$ cat src/rtl/instr_fetch.sv
// instr_fetch: single-outstanding instruction fetcher with a holding register, branch/jump pc update and a sticky fetch fault.
module instr_fetch #(
    parameter logic [31:0] RESET_PC = 32'h0000_0000,
    parameter int unsigned MAX_WAIT = 16
) (
    input  logic        clk,
    input  logic        rst_n,
    output logic        imem_req,
    output logic [31:0] imem_addr,
    input  logic        imem_ack,
    input  logic [31:0] imem_rdata,
    output logic [31:0] instr,
    output logic        instr_valid,
    input  logic        instr_ready,
    input  logic        branch,
    input  logic        zero,
    input  logic        jump,
    output logic [31:0] pc,
    output logic [31:0] pc_plus4,
    output logic        fetch_err,
    output logic [31:0] instr_count
);

    typedef enum logic [1:0] {IDLE, REQ, HOLD, ERR} state_t;

    state_t      state_q, state_d;
    logic [31:0] pc_q, pc_d;
    logic [31:0] instr_q, instr_d;
    logic [31:0] count_q, count_d;
    logic [31:0] wait_q, wait_d;
    logic [31:0] next_pc;

    assign pc_plus4    = pc_q + 32'd4;
    assign pc          = pc_q;
    assign imem_addr   = pc_q;
    assign instr       = instr_q;
    assign instr_count = count_q;
    assign imem_req    = state_q == REQ;
    assign instr_valid = state_q == HOLD;
    assign fetch_err   = state_q == ERR;

    always_comb begin
        next_pc = jump ? {pc_plus4[31:28], instr_q[25:0], 2'b00}
                : (branch & zero) ? pc_plus4 + {{14{instr_q[15]}}, instr_q[15:0], 2'b00}
                : pc_plus4;
        state_d = state_q;
        pc_d    = pc_q;
        instr_d = instr_q;
        count_d = count_q;
        wait_d  = '0;
        case (state_q)
            IDLE: state_d = REQ;
            REQ: begin
                if (imem_ack) begin
                    instr_d = imem_rdata;
                    state_d = HOLD;
                end else begin
                    wait_d  = wait_q + 32'd1;
                    state_d = (wait_d == MAX_WAIT) ? ERR : REQ;
                end
            end
            HOLD: begin
                if (instr_ready) begin
                    count_d = count_q + 32'd1;
                    pc_d    = next_pc;
                    // a misaligned target still lands in pc so the faulting address is visible
                    state_d = (next_pc[1:0] != 2'b00) ? ERR : REQ;
                end
            end
            default: state_d = ERR;
        endcase
    end

    always_ff @(posedge clk or negedge rst_n) begin
        if (!rst_n) begin
            state_q <= IDLE;
            pc_q    <= RESET_PC;
            instr_q <= '0;
            count_q <= '0;
            wait_q  <= '0;
        end else begin
            state_q <= state_d;
            pc_q    <= pc_d;
            instr_q <= instr_d;
            count_q <= count_d;
            wait_q  <= wait_d;
        end
    end

endmodule
$ cat config.mk
export PLATFORM = sky130hd
export DESIGN_NAME = instr_fetch
export DESIGN_NICKNAME = d
export VERILOG_FILES = /design/src/rtl/instr_fetch.sv
export SDC_FILE = /design/constraint.sdc
export NUM_CORES = 1
export LEC_CHECK = 0
export ABC_CLOCK_PERIOD_IN_PS = 9860
export BUFFER_PORTS_ARGS = -buffer_cell sky130_fd_sc_hd__buf_2
export CAP_MARGIN = 15
export CORE_UTILIZATION = 47
export DETAILED_ROUTE_END_ITERATION = 10
export PLACE_DENSITY = 0.83
export SKIP_LAST_GASP = 1
export SLEW_MARGIN = 20
export SYNTH_ARGS = -nofsm -noshare
export SYNTH_HDL_FRONTEND = slang
export SYNTH_SLANG_ARGS = --single-unit
$ cat constraint.sdc
create_clock -name clk -period 9.86 [get_ports clk]
set_clock_uncertainty 0.05 [all_clocks]
set_input_delay 0.986 -clock clk [delete_from_list [all_inputs] [get_ports clk]]
set_output_delay 0.986 -clock clk [all_outputs]
set_load 0.005 [all_outputs]
---- After elaboration in Yosys (flattened, before gate mapping) ----
Index checks and enable logic that the tools add are counted.
storage, ports and cells
  register bits ........................... 130
  input port bits ......................... 39
  output and inout port bits .............. 163
  word-level logic and storage cells ...... 28
cells by class
  bitwise logic cells ..................... 1
  equal/unequal tests ..................... 5
  multiplexer cells ....................... 9
  reduce and logical (&&, ||, !) cells .... 4
  add/subtract/negate cells ............... 4
operators with widths
  cell                     number
  $mux W32                 4
  $add A32 B1 Y32 const B  2
  $add A32 B3 Y32 const B  1
  $add A32 B32 Y32         1
  $eq A32 B5 Y1 const B    1
  $mux W2                  4
  $pmux W2 S3              1
  $eq A2 B2 Y1 const B     2
  $reduce_and A2 Y1        2
  $eq A2 B1 Y1 const B     1
  $logic_not A2 Y1         1
  $ne A2 B1 Y1 const B     1
  $reduce_bool A2 Y1       1
  $and A1 B1 Y1            1

---- Logic depth before layout (Yosys ltp) ----
  depth after elaboration ................. 8
  depth in mapped cells ................... 17
  depth with buffers taken out ............ 15

---- Least setup slack after synthesis ----
No wires, ideal clock.
  path kind ............................... flip-flop to flip-flop
  start ................................... reg pc_q[2], in the netlist imem_addr[2]
  end ..................................... reg pc_q[29], in the netlist imem_addr[29]
  clock period less this slack ............ 3.935 ns
  path slack .............................. 5.925 ns
  cell stages (with the launch flop) ...... 18
  data arrival time ....................... 3.762 ns
  buffers on the path ..................... 2
  data required time ...................... 9.688 ns
  setup time .............................. 0.122 ns
  path through ............................ dfrtp_1 ha_1 and2_1 clkbuf_1 and2_1 nand3_1 xnor2_1 ha_1 clkbuf_1 a2111oi_0 o21ai_0 o21ai_0 a21oi_1 o31ai_1 a21boi_0 o211ai_1 mux2_2 nor3b_1
between the ends
  word-level cells in the longest chain between the ends .. 4
RTL lines
  what                    line  text
  start, declared         27    logic [31:0] pc_q, pc_d;
  start signal, assigned  83    pc_q <= pc_d;
  $add A32 B3 Y32         33    assign pc_plus4 = pc_q + 32'd4;
  via pc_plus4[18]        19    output logic [31:0] pc_plus4,
  $add A32 B32 Y32        44    : (branch & zero) ? pc_plus4 + {{14{instr_q[15]}}, instr_q[15:0], 2'b00}
  $mux W32                44
  $mux W32                43    next_pc = jump ? {pc_plus4[31:28], instr_q[25:0], 2'b00}
The timed path passes the listed nets, and every way through them passes these cells.
A chain may end at the register's enable or synchronous reset.

---- Final worst setup path ----
  start ................................... reg pc_q[2], in the netlist imem_addr[2]
  end ..................................... reg pc_q[29], in the netlist imem_addr[29]
between the ends
  word-level cells in the longest chain between the ends .. 4
RTL lines
  what                 line
  $add A32 B3 Y32 (*)  33
  $add A32 B32 Y32     44
  $mux W32             44
  $mux W32 (*)         43
Mark *: on every way between the ends. The rest lies on a longest branch, timed or not.

==> qor.yml <==
run_status: "complete, no violations"
power.static_leakage_uw: 0.00515
die_x_um: 137
cap_violations: 0
n_fill_cell: 1580
path_max_fanout: 8
cp.required_ns: 10.12
final_nets: 1200
setup_slack_at_placement_ns: 5.53
rsz0062_at_grt: "no"
netlist_instances: 964
finalHoldViolCount: 0
worstPathCellList: "ha_1, and2_1, and2_1, nand3_1, xnor2_1, ha_1, a2111oi_0, o21ai_0, o21ai_0, a21oi_1, o31ai_1, a21boi_0, o211ai_1, mux2_2, nor3b_1"
port-buffer-count: 201
netlist.area_leader.share: 0.379
chipHeight_um: 137
synth_top_area_cell: "dfrtp_1"
number_of_enable_flip_flop_cells_after_synthesis: 0
timing.setup.critical_path_class: "flip-flop to flip-flop"
muxShareOfSynthArea: 0.0457
ys.warnings.count: 0
mappedNetlistArea_mm2: 0.00857
crit_path_end_kind: "flip-flop"
max_slew.worst_pin.slew_ns: 0.973
io_pins: 202
slew_violations: 0
synth_adder_area_share: 0.0593
core_mm2: 0.0179
synth_xor_xnor_area_share: 0.114
clock-root-buffer: "clkbuf_16"
synth_area_per_cell_um2: 8.89
global_route.overflow_total: 0
slew_headroom: 0.351
rows: 49
cts-buffers-inserted: 17
grt_first_pass_wirelength_um: 36600
post-route-worst-setup-slack_ns: 5.26
power_density_mw_per_mm2: 120
setup-violations-final: 0
drt-total-wl_um: 23100
initial_antenna_violation_count: 0
hold_path.class: "flip-flop to flip-flop"
crit_arrival_ns: 4.85
post_route_cells_drive_above_1_share: 0.252
num_vias: 7827
drt_first_iter_violations: 746
routed_via_density: 5.74
power.ir.vdd_worst_mv: 0.118
areaGrowthSynthToFinish_pct: 18.3
worst_setup_path_start_kind: "flip-flop"
postCtsSetupRepairBufs: 0
die_area_mm2: 0.0188
period_needed_ns: 4.60
grt_usage: 0.251
synth_cell_type_count: 61
tritoncts: "yes"
synth-compound-area-share: 0.138
cts_buffer_depth: 2
antenna_cells_inserted: 0
async_flop_share: 1.00
slowest_stage: "a2111oi_0"
main_combinational_cell_family_by_area_after_synthesis: "simple AND/OR/NAND/NOR gates"
post_drt_wl_per_cell_um: 17.0
max_freq_mhz: 218
critical_path.max_stage_delay_ns: 0.52
antenna_violating_nets_post_route: 0
floorplan.initialDensity: 0.479
synth-seq-cells: 130
clkTransAtPathRegs_ns: 0.06
globalplace.congestion: 0.953
total_clock_sinks: 130
grt_start_max_net_pins: 73
post_cts.resized_instances: 0
htree_num_levels: 4
synth_simple_gate_area_frac: 0.209
worst-r2r-setup-slack_ns: 5.26
post-route-period-util: 0.466
cts_hold_buf: 0
synth.top_cells.by_area: "dfrtp_1, xnor2_1, ha_1"
drt-pass1-iter-count: 6
detail_route.drc_violations: 0
yosys_most_used_dff: "dfrtp_1"
first_global_vias: 7148
hpwlAfterDp_um: 16600
clock_insertion_delay_worst_skew_ns: 0.42
seq_area_frac_synth: 0.379
total_negative_slack_ns: 0
mappedNetlistNets: 1043
==> state kept, by name, indices dropped and copies added (netlist names) <==
name         count
state_q          2
wait_q          32
instr_count     32
imem_addr       32
instr           32
==> worst max-delay path, delay by kind of cell (launching register included) <==
kind	cells	cell delay (ns)
AOI/OAI and AO/OA	7	1.84
and+or+nand+nor	4	0.88
adders and majority gates	2	0.62
DFF	1	0.46
muxes	1	0.35
xor gates and xnor gates	1	0.26
==> report_power, final <==
group	switching (µW)	internal [µW]	total (µW)
combinational	23.9	9.72	33.6
sequential	0	534	534
clock	259	390	649
==> final timing paths <==
| path | endpoint | depth (start not counted) | startpoint |
|---|---|---|---|
| min in group asynchronous | instr[8] | 1 | rst_n |
| setup / recovery | imem_addr[29] | 15 | imem_addr[2] |
| hold reg to reg | instr_count[31] | 1 | instr_count[31] |
| setup reg to reg | imem_addr[29] | 15 | imem_addr[2] |
| hold / removal | instr_count[31] | 1 | instr_count[31] |
| max in group asynchronous | instr_count[4] | 2 | rst_n |
==> per-layer routing <==
layer  GRT usage  wire length [µm]
met2       0.397             10800
met4      0.0806               471
met5           0                 0
met1       0.342             10400
met3      0.0515              1430
==> layout by cell type (no fill, tap or decap), types with 5 or more instances in the layout <==
cell and count:
xnor2_1 64, nand2_1 102, a21boi_0 7, clkinv_4 5, nand2b_1 7, nand4_1 20, and4_1 8, a21oi_1 53
nand3_1 54, o21ai_0 52, buf_2 200, or4_1 5, clkbuf_16 17, o22ai_1 5, ha_1 39, and3_1 19
a211oi_1 15, buf_4 8, a21o_1 11, nor2_1 92, nor2b_1 7, inv_1 16, a31oi_1 6, nor4_1 6
xor2_1 48, mux2_2 33, and2_1 13, nor3_1 17, dfrtp_1 130, o211ai_1 9, o31ai_1 7
==> cell usage after synthesis (all sizes together), types with 3 or more instances <==
| cell | n |
|---|---|
| nor3 | 17 |
| a2111oi | 4 |
| inv | 16 |
| a211oi | 15 |
| ha | 39 |
| a21boi | 7 |
| nand4 | 22 |
| or2 | 4 |
| clkbuf | 28 |
| dfrtp | 130 |
| buf | 43 |
| nand2 | 103 |
| o22ai | 5 |
| nor4 | 6 |
| o31ai | 7 |
| nand3 | 55 |
| o21ai | 54 |
| a31oi | 6 |
| mux2 | 33 |
| o211ai | 9 |
| and2 | 14 |
| nand2b | 7 |
| nor2 | 93 |
| xor2 | 48 |
| a311oi | 4 |
| a21o | 11 |
| and3 | 19 |
| xnor2 | 64 |
| o21a | 3 |
| a21oi | 53 |
| nor2b | 7 |
| or3 | 4 |
| or4 | 5 |
| and4 | 9 |
==> cells by family after synthesis <==
family | Yosys count
multiplexers | 35
AND/OR/NAND/NOR | 369
XOR/XNOR | 112
flip-flops | 130
buffers and inverters | 87
AO/OA/AOI/OAI | 191
adder cells (fa/ha/maj) | 40
==> cell type report <==
class | count | area [µm²] | area share
multi-input combinational | 747 | 4860 | 0.479
sequential | 130 | 3250 | 0.321
timing repair buffer | 209 | 1070 | 0.106
clock buffer | 19 | 453 | 0.0447
tap | 229 | 287 | 0.0283
clock inverter | 13 | 153 | 0.0151
inverter | 16 | 60.1 | 0.00592
==> metrics by stage <==
| step | hold WS (ns) | instances | total power [µW] | utilization | area, µm² |
|---|---|---|---|---|---|
| after CTS | 0.426 | 1363 | 1230 | 0.566 | 10100 |
| final | 0.421 | 1363 | 1220 | 0.566 | 10100 |
| after global placement | 0.410 | 1331 | 577 | 0.532 | 9530 |
| after detailed placement | 0.418 | 1331 | 577 | 0.532 | 9530 |
| after floorplan | 0.418 | 964 | 554 | - | 8570 |
| after global routing | 0.448 | 1363 | 1250 | 0.566 | 10100 |
Power figures use the tool's default switching activity.
